**config.mk**
```make
export PLATFORM = sky130hd
export DESIGN_NAME = mac_dot_sequencer
export DESIGN_NICKNAME = d
export VERILOG_FILES = /design/src/rtl/mac_dot_sequencer.sv
export SDC_FILE = /design/constraint.sdc
export NUM_CORES = 1
export LEC_CHECK = 0
export CAP_MARGIN = 20
export CORE_MARGIN = 1
export CORE_UTILIZATION = 38
export CTS_BUF_LIST = sky130_fd_sc_hd__clkbuf_8
export DETAILED_ROUTE_END_ITERATION = 16
export GPL_ROUTABILITY_DRIVEN = 0
export HOLD_SLACK_MARGIN = 0.06
export PLACE_DENSITY = 0.66
export SLEW_MARGIN = 5
export SYNTH_ARGS = -nofsm -noshare
export SYNTH_HDL_FRONTEND = slang
export SYNTH_SLANG_ARGS = --single-unit
```
**constraint.sdc**
```tcl
create_clock -name ap_clk -period 2.15 [get_ports ap_clk]
set_input_delay 0.43 -clock ap_clk [delete_from_list [all_inputs] [get_ports ap_clk]]
set_output_delay 0.43 -clock ap_clk [all_outputs]
set_load 0.01 [all_outputs]
```
**src/rtl/mac_dot_sequencer.sv**
```systemverilog
// mac_dot_sequencer
// Runs one shared multiplier through an N-element dot product. On each RUN
// cycle it reads one activation/weight pair from two 1-cycle-latency RAMs. It
// passes the read data straight to the multiplier, adds the products into a
// signed accumulator, and presents the sum on a valid/ready handshake.
//
// Build option: MAC_SEQ_RELU_EN
//    When defined, a negative result is clamped to zero at the output register.
//    The internal accumulator is not clamped.
//
// Ports
//    ap_clk, ap_rst_n     clock, asynchronous active-low reset
//    start, len           request and element count (sampled only in IDLE)
//    busy                 high whenever the sequencer is not IDLE
//    a_addr/a_ce/a_q      activation RAM read port
//    b_addr/b_ce/b_q      weight RAM read port (address/enable mirror a_*)
//    mul_a/mul_b/mul_p    external multiplier operands and product
//    acc_out/acc_valid/acc_ready  result handshake
//
// state   | meaning
// --------+-------------------------------------------------------------
// S_IDLE  | waiting for start; RAM reads disabled
// S_RUN   | one RAM read per cycle; accumulating the previous read
// S_DRAIN | no read issued; accumulating the last element
// S_OUT   | result presented; held until acc_ready

module mac_dot_sequencer #(
   parameter int A_WIDTH    = 13,
   parameter int B_WIDTH    = 10,
   parameter int P_WIDTH    = 23,
   parameter int ACC_WIDTH  = 32,
   parameter int ADDR_WIDTH = 10
) (
   input  logic                  ap_clk,
   input  logic                  ap_rst_n,
   input  logic                  start,
   input  logic [ADDR_WIDTH-1:0] len,
   output logic                  busy,
   output logic [ADDR_WIDTH-1:0] a_addr,
   output logic                  a_ce,
   input  logic [A_WIDTH-1:0]    a_q,
   output logic [ADDR_WIDTH-1:0] b_addr,
   output logic                  b_ce,
   input  logic [B_WIDTH-1:0]    b_q,
   output logic [A_WIDTH-1:0]    mul_a,
   output logic [B_WIDTH-1:0]    mul_b,
   input  logic [P_WIDTH-1:0]    mul_p,
   output logic [ACC_WIDTH-1:0]  acc_out,
   output logic                  acc_valid,
   input  logic                  acc_ready
);

   typedef enum logic [1:0] {
      S_IDLE  = 2'd0,
      S_RUN   = 2'd1,
      S_DRAIN = 2'd2,
      S_OUT   = 2'd3
   } state_t;

   state_t state, state_nxt;

   logic [ADDR_WIDTH-1:0]        count;
   logic [ADDR_WIDTH-1:0]        addr;
   logic                         ce;
   logic                         rd_valid;
   logic signed [P_WIDTH-1:0]    prod_s;
   logic signed [ACC_WIDTH-1:0]  prod_ext;
   logic signed [ACC_WIDTH-1:0]  acc;
   logic signed [ACC_WIDTH-1:0]  acc_sum;
   logic signed [ACC_WIDTH-1:0]  out_val;
   logic [ACC_WIDTH-1:0]         out_reg;
   logic                         run_last;

   // Operands go to the multiplier straight from the RAM data.
   assign mul_a  = a_q;
   assign mul_b  = b_q;

   assign a_addr = addr;
   assign b_addr = addr;
   assign a_ce   = ce;
   assign b_ce   = ce;

   // A signed size cast sign-extends the product to the accumulator width.
   assign prod_s   = mul_p;
   assign prod_ext = ACC_WIDTH'(prod_s);
   assign acc_sum  = acc + prod_ext;

   // The final element lands during DRAIN, so the output register is loaded
   // from the same sum that updates acc.
`ifdef MAC_SEQ_RELU_EN
   assign out_val = acc_sum[ACC_WIDTH-1] ? '0 : acc_sum;
`else
   assign out_val = acc_sum;
`endif

   assign run_last  = (count == ADDR_WIDTH'(1));

   assign busy      = (state != S_IDLE);
   assign acc_valid = (state == S_OUT);
   assign acc_out   = out_reg;

   always_ff @(posedge ap_clk or negedge ap_rst_n) begin
      if (!ap_rst_n) begin
         state <= S_IDLE;
      end else begin
         state <= state_nxt;
      end
   end

   always_comb begin
      state_nxt = state;
      case (state)
         S_IDLE: begin
            if (start) begin
               state_nxt = (len != '0) ? S_RUN : S_OUT;
            end
         end
         S_RUN: begin
            if (run_last) begin
               state_nxt = S_DRAIN;
            end
         end
         S_DRAIN: begin
            state_nxt = S_OUT;
         end
         S_OUT: begin
            if (acc_ready) begin
               state_nxt = S_IDLE;
            end
         end
         default: begin
            state_nxt = S_IDLE;
         end
      endcase
   end

   // Read data is valid one cycle after the read enable.
   always_ff @(posedge ap_clk or negedge ap_rst_n) begin
      if (!ap_rst_n) begin
         rd_valid <= 1'b0;
      end else begin
         rd_valid <= ce;
      end
   end

   always_ff @(posedge ap_clk or negedge ap_rst_n) begin
      if (!ap_rst_n) begin
         count   <= '0;
         addr    <= '0;
         ce      <= 1'b0;
         acc     <= '0;
         out_reg <= '0;
      end else begin
         case (state)
            S_IDLE: begin
               if (start) begin
                  acc <= '0;
                  if (len != '0) begin
                     count <= len;
                     addr  <= '0;
                     ce    <= 1'b1;
                  end else begin
                     out_reg <= '0;
                  end
               end
            end
            S_RUN: begin
               if (rd_valid) begin
                  acc <= acc_sum;
               end
               count <= count - ADDR_WIDTH'(1);
               if (run_last) begin
                  ce <= 1'b0;
               end else begin
                  addr <= addr + ADDR_WIDTH'(1);
               end
            end
            S_DRAIN: begin
               acc     <= acc_sum;
               out_reg <= out_val;
            end
            default: begin
            end
         endcase
      end
   end

endmodule

```
# Yosys cells after proc, flatten, opt, wreduce, memory -nomap -nowiden
# Index checks and enable logic that the tools add are counted.
[classes]
n_reduce_logical = 12
eq_ne = 11
muxes = 22
n_addsub = 3
[ops]
columns = ["op", "n"]
rows = [
  ["32-bit 2-to-1 mux", 4],
  ["32-bit case mux with 3 select lines", 1],
  ["32-bit case mux with 2 select lines", 1],
  ["10-bit 2-to-1 mux", 5],
  ["10-bit case mux with 2 select lines", 2],
  ["32-bit by 23-bit adder with 32-bit output", 1],
  ["2-bit inequality test, second input constant", 6],
  ["3-bit AND reduction", 4],
  ["10-bit by 1-bit adder with 10-bit output, second input constant", 1],
  ["10-bit by 1-bit == test with 1-bit output, second input constant", 1],
  ["10-bit nonzero test", 1],
  ["10-bit by 1-bit subtractor with 10-bit output, second input constant", 1],
  ["2-bit 2-to-1 mux", 4],
  ["2-bit case mux with 4 select lines", 1],
  ["4-bit AND reduction", 2],
  ["2-bit nonzero test", 3],
  ["2-bit == test, second input constant", 2],
  ["1-bit 2-to-1 mux", 3],
  ["3-bit nonzero test", 1],
  ["2-bit by 1-bit == test with 1-bit output, second input constant", 1],
  ["2-bit logical NOT", 1],
  ["2-bit by 1-bit inequality test with 1-bit output, second input constant", 1],
  ["1-bit case mux with 2 select lines", 1],
]
[word_totals]
reg_bits = 88
wordCells = 55
in_bits = 60

# Logic depth before layout (Yosys ltp)
[depth]
word_depth = 4
mapped_depth = 11

# Worst setup path before layout
# Ideal clock, no wire load.
[synth_timing]
kind = "input to register"
startpoint = "input port mul_p[0]"
endpoint = "register acc[20]"
path_slack_ps = -330
setup_ps = 69
t_arrival_ps = 2411
stages = 11
path_cell_list = "ha_1 inv_1 fa_1 nor2b_4 o211ai_2 a21boi_2 o2111ai_2 a21oi_4 o21bai_2 a2111o_1 nand3_1"
[synth_via]
elab_chain_cells = 3
[synth_rtl]
columns = ["item", "line", "rtl"]
rows = [
  ["start: declaration", "47", "input logic [P_WIDTH-1:0] mul_p,"],
  ["32-bit by 23-bit adder with 32-bit output *", "86", "assign acc_sum = acc + prod_ext;"],
  ["32-bit 2-to-1 mux", "168", "if (rd_valid) begin"],
  ["32-bit case mux with 3 select lines *", "154", "case (state)"],
  ["end signal: assignment", "169", "acc <= acc_sum;"],
  ["end signal: assignment", "179", "acc <= acc_sum;"],
  ["end: declaration", "68", "logic signed [ACC_WIDTH-1:0] acc;"],
]
# Every way passes the cells marked *; elsewhere a longest branch is shown, timed or not. The select of a mux whose other input is x is not followed.
# A chain may end at the register's enable or synchronous reset.

# Final worst setup path
[layout_timing]
startpoint = "register acc[1]"
endpoint = "register acc[31]"
[layout_via]
elab_chain_cells = 3
[layout_rtl]
columns = ["item", "line"]
rows = [
  ["32-bit by 23-bit adder with 32-bit output *", "86"],
  ["32-bit 2-to-1 mux", "168"],
  ["32-bit case mux with 3 select lines *", "154"],
]
# Marks and branches as above.

==> flow_metrics.env <==
export IMPL_antenna_left=0
export IMPL_nNetsFinal=936
export IMPL_hold_violations=0
export IMPL_p_per_area_nw_per_um2=1380
export IMPL_status="finished with violations"
export IMPL_routed_via_density=5.47
export IMPL_synth_edf_count=0
export IMPL_setup_slack_ns=-0.323
export IMPL_fin_worst_skew_ns=0.00951
export IMPL_finalSetupTns_ns=-7.71
export IMPL_grt_ovfl_total=0
export IMPL_drv_cap=0
export IMPL_min_period_ns=2.47
export IMPL_leakage_nw=3.92
export IMPL_power_total_mw=12.2
export IMPL_ys_ff_latch=88
export IMPL_cts_made_buffers=9
export IMPL_vdd_drop_max_mv=0.651
export IMPL_synth_area_leader_cell="dfrtp_1"
export IMPL_root_buffer="clkbuf_8"
export IMPL_synth_top_area_share=0.375
export IMPL_fin_crit_sh=1.15
export IMPL_final_common_cell="buf_4"
export IMPL_grt_max_degree=42
export IMPL_regToRegEndpoint="acc[31]$_DFFE_PN0P_"
export IMPL_die_height_um=126
export IMPL_crit_path_end_kind="flop"
export IMPL_utilization=0.584
export IMPL_ys_seq_area_frac=0.375
export IMPL_hpwl_um=13000
export IMPL_clock_path_buffers=2
export IMPL_synth_area_leaders="dfrtp_1 (37%), ha_1 (8.1%), a22o_1 (5.8%), buf_4 (4.6%), nand2_1 (4.3%)"
export IMPL_synth_fp_nets=744
export IMPL_wl_per_cell_um=17.6
export IMPL_cp_start_kind="flop"
export IMPL_setup_viol=43
export IMPL_grt_first_pass_wirelength_um=29100
export IMPL_synthArstFlopShare=1.00
export IMPL_arrival_ns=2.74
export IMPL_r2r_setup_slack_ns=-0.32
export IMPL_worstPathCellList="ha_4 > a21o_1 > and4_4 > o211ai_1 > buf_4 > a21oi_4 > or3_4 > o211ai_4 > mux2i_1 > o21ai_1"
export IMPL_hp_start="a_ce$_DFFE_PN0P_"
export IMPL_min_path_type="reg2reg"
export IMPL_reg2regPathDepth=10
export IMPL_hold_path_end="rd_valid$_DFF_PN0_"
export IMPL_nFillCells=1251
export IMPL_cts_sinks=88
export IMPL_antenna_found_initial=0
export IMPL_start_util=0.388
export IMPL_critPathSlowestCell="dfrtp_1"
export IMPL_dieArea_um2=16000
export IMPL_drt_iter0_markers=243
export IMPL_r2r_start="acc[1]$_DFFE_PN0P_"
export IMPL_layout_drive_gt1_share=0.329
export IMPL_relSlewSlack=0.592
export IMPL_grt_usage=0.230
export IMPL_clk_latency_ns=0.39
export IMPL_final_cell_mix="buf_4 (141), dfrtp_1 (88), clkdlybuf4s50_1 (74)"
export IMPL_syn_to_final_growth_pct=50.4
export IMPL_synth_cell_area_um2=5880
export IMPL_clk_pin_slew_ns=0.10
export IMPL_violations="negative setup slack"
export IMPL_holdPathStages=0
export IMPL_yosys_warnings=0
export IMPL_worstMarginPinSlew_ns=0.607
export IMPL_pin_count=139
export IMPL_fmax_ghz=0.404
export IMPL_syn_inst=645
export IMPL_num_rows=45
export IMPL_port_buffers=92
export IMPL_first_global_vias=5889
export IMPL_ctsHtreeMaxLevel=3
export IMPL_cpPeakStageDelay_ns=0.44
export IMPL_synthDistinctLibCells=65
export IMPL_vias=5630
export IMPL_cts_tree="yes"
export IMPL_setup_worst_path_class="reg2reg"
export IMPL_core_area_um2=15100
export IMPL_cp_max_fo=4
export IMPL_routed_wl_um=18100
export IMPL_syn_area_per_cell_um2=9.11
export IMPL_fp_dieW_um=126
export IMPL_n_antenna_cell=0
export IMPL_slew_viol_final=0
export IMPL_drt_drc_violations_left=0
export IMPL_rsz0062_at_grt="true"
export IMPL_firstDrtPassIters=4
export IMPL_synth_flop_cell="dfrtp_1"
export IMPL_cp_data_required_time_ns=2.42
cells in the mapped netlist, types with 7 or more instances:
cell	n
dfrtp_1	88
nand2_1	67
a21oi_1	48
nor2_1	40
a22o_1	39
ha_1	38
buf_4	36
o21ai_0	24
xnor2_1	21
nand3_1	20
clkbuf_1	18
inv_1	18
o21ai_1	14
buf_2	12
nand4_1	12
a21o_1	11
and3_1	11
nor3_1	10
xor2_1	10
nand2b_1	9
o21a_1	7
power by group:
part           internal, mW  switching, mW  total [mW]
logic                  4.14           3.99        8.13
clock network         0.549          0.700        1.25
registers              2.28          0.515        2.80
total                  6.97           5.21        12.2
registers in the layout, summed over array words and instances, names as in the netlist:
register,count
rd_valid,1
state,2
a_addr,10
acc,32
a_ce,1
acc_out,32
count,10
final cells by class:
class,count,area (um2),share of cell area
clock buffers,9,124,0.0140
clock inverters,7,78.8,0.00892
inverters,18,67.6,0.00764
repair buffers,247,2170,0.245
multi-input cells,473,3960,0.448
flip-flops and latches,88,2200,0.249
well taps,188,235,0.0266
metrics by stage:
stage	cells	cell area, um2	setup slack, ns	hold slack [ns]
after floorplan	645	6140	-0.170	0.134
after global placement	991	7900	-0.834	0.365
after detailed placement	991	7900	-0.935	0.371
after CTS	1022	8590	-0.359	0.453
after global routing	1030	8840	-0.430	0.484
final	1030	8840	-0.323	0.455
worst max-delay path: cells and delay by family, from the launching register on:
kind,cells,cell delay (ns)
adders and majority gates,1,0.23
muxes,1,0.21
AOI/OAI and AO/OA,5,0.70
DFF,1,0.44
buffers and inverters,1,0.20
and+or+nand+nor,2,0.57
worst max-delay path by stage:
| stage | from | to | slack, ns | cells past startpoint |
|---|---|---|---|---|
| after global placement | mul_p[0] | acc[20]$_DFFE_PN0P_ | -0.83 | 12 |
| after global routing | acc[0]$_DFFE_PN0P_ | acc[24]$_DFFE_PN0P_ | -0.43 | 11 |
| after detailed placement | mul_p[0] | acc[24]$_DFFE_PN0P_ | -0.93 | 12 |
| after floorplan | mul_p[0] | acc[20]$_DFFE_PN0P_ | -0.17 | 11 |
| after CTS | acc[0]$_DFFE_PN0P_ | acc[20]$_DFFE_PN0P_ | -0.36 | 11 |
| final | acc[1]$_DFFE_PN0P_ | acc[31]$_DFFE_PN0P_ | -0.32 | 10 |
cells by family (layout without fill, tap and decap cells):
group / Yosys count / after routing / synth area share
AND/OR/NAND/NOR: 200 / 200 / 0.167
AO/OA/AOI/OAI: 199 / 199 / 0.242
buffers and inverters: 84 / 281 / 0.0792
flip-flops: 88 / 88 / 0.375
multiplexers: 4 / 4 / 0.00681
adder cells (fa/ha/maj): 39 / 39 / 0.0843
XOR/XNOR: 31 / 31 / 0.0462
metal layers:
layer | wire length [um] | vias to the layer above | GRT usage
li1 | - | 2690 | -
met1 | 7760 | 2740 | 0.283
met5 | 0 | - | 0
met2 | 8990 | 155 | 0.398
met3 | 855 | 45 | 0.0380
met4 | 506 | 0 | 0.0971
what timing repair did:
item	4_1_cts	5_1_grt
pin swaps	43	53
resized for setup	73	37
setup buffers	15	9
setup endpoints to repair	52	60
endpoints found under the hold margin	24	0
hold buffers	1	0
Note: power is estimated with default switching activity, not from simulation.
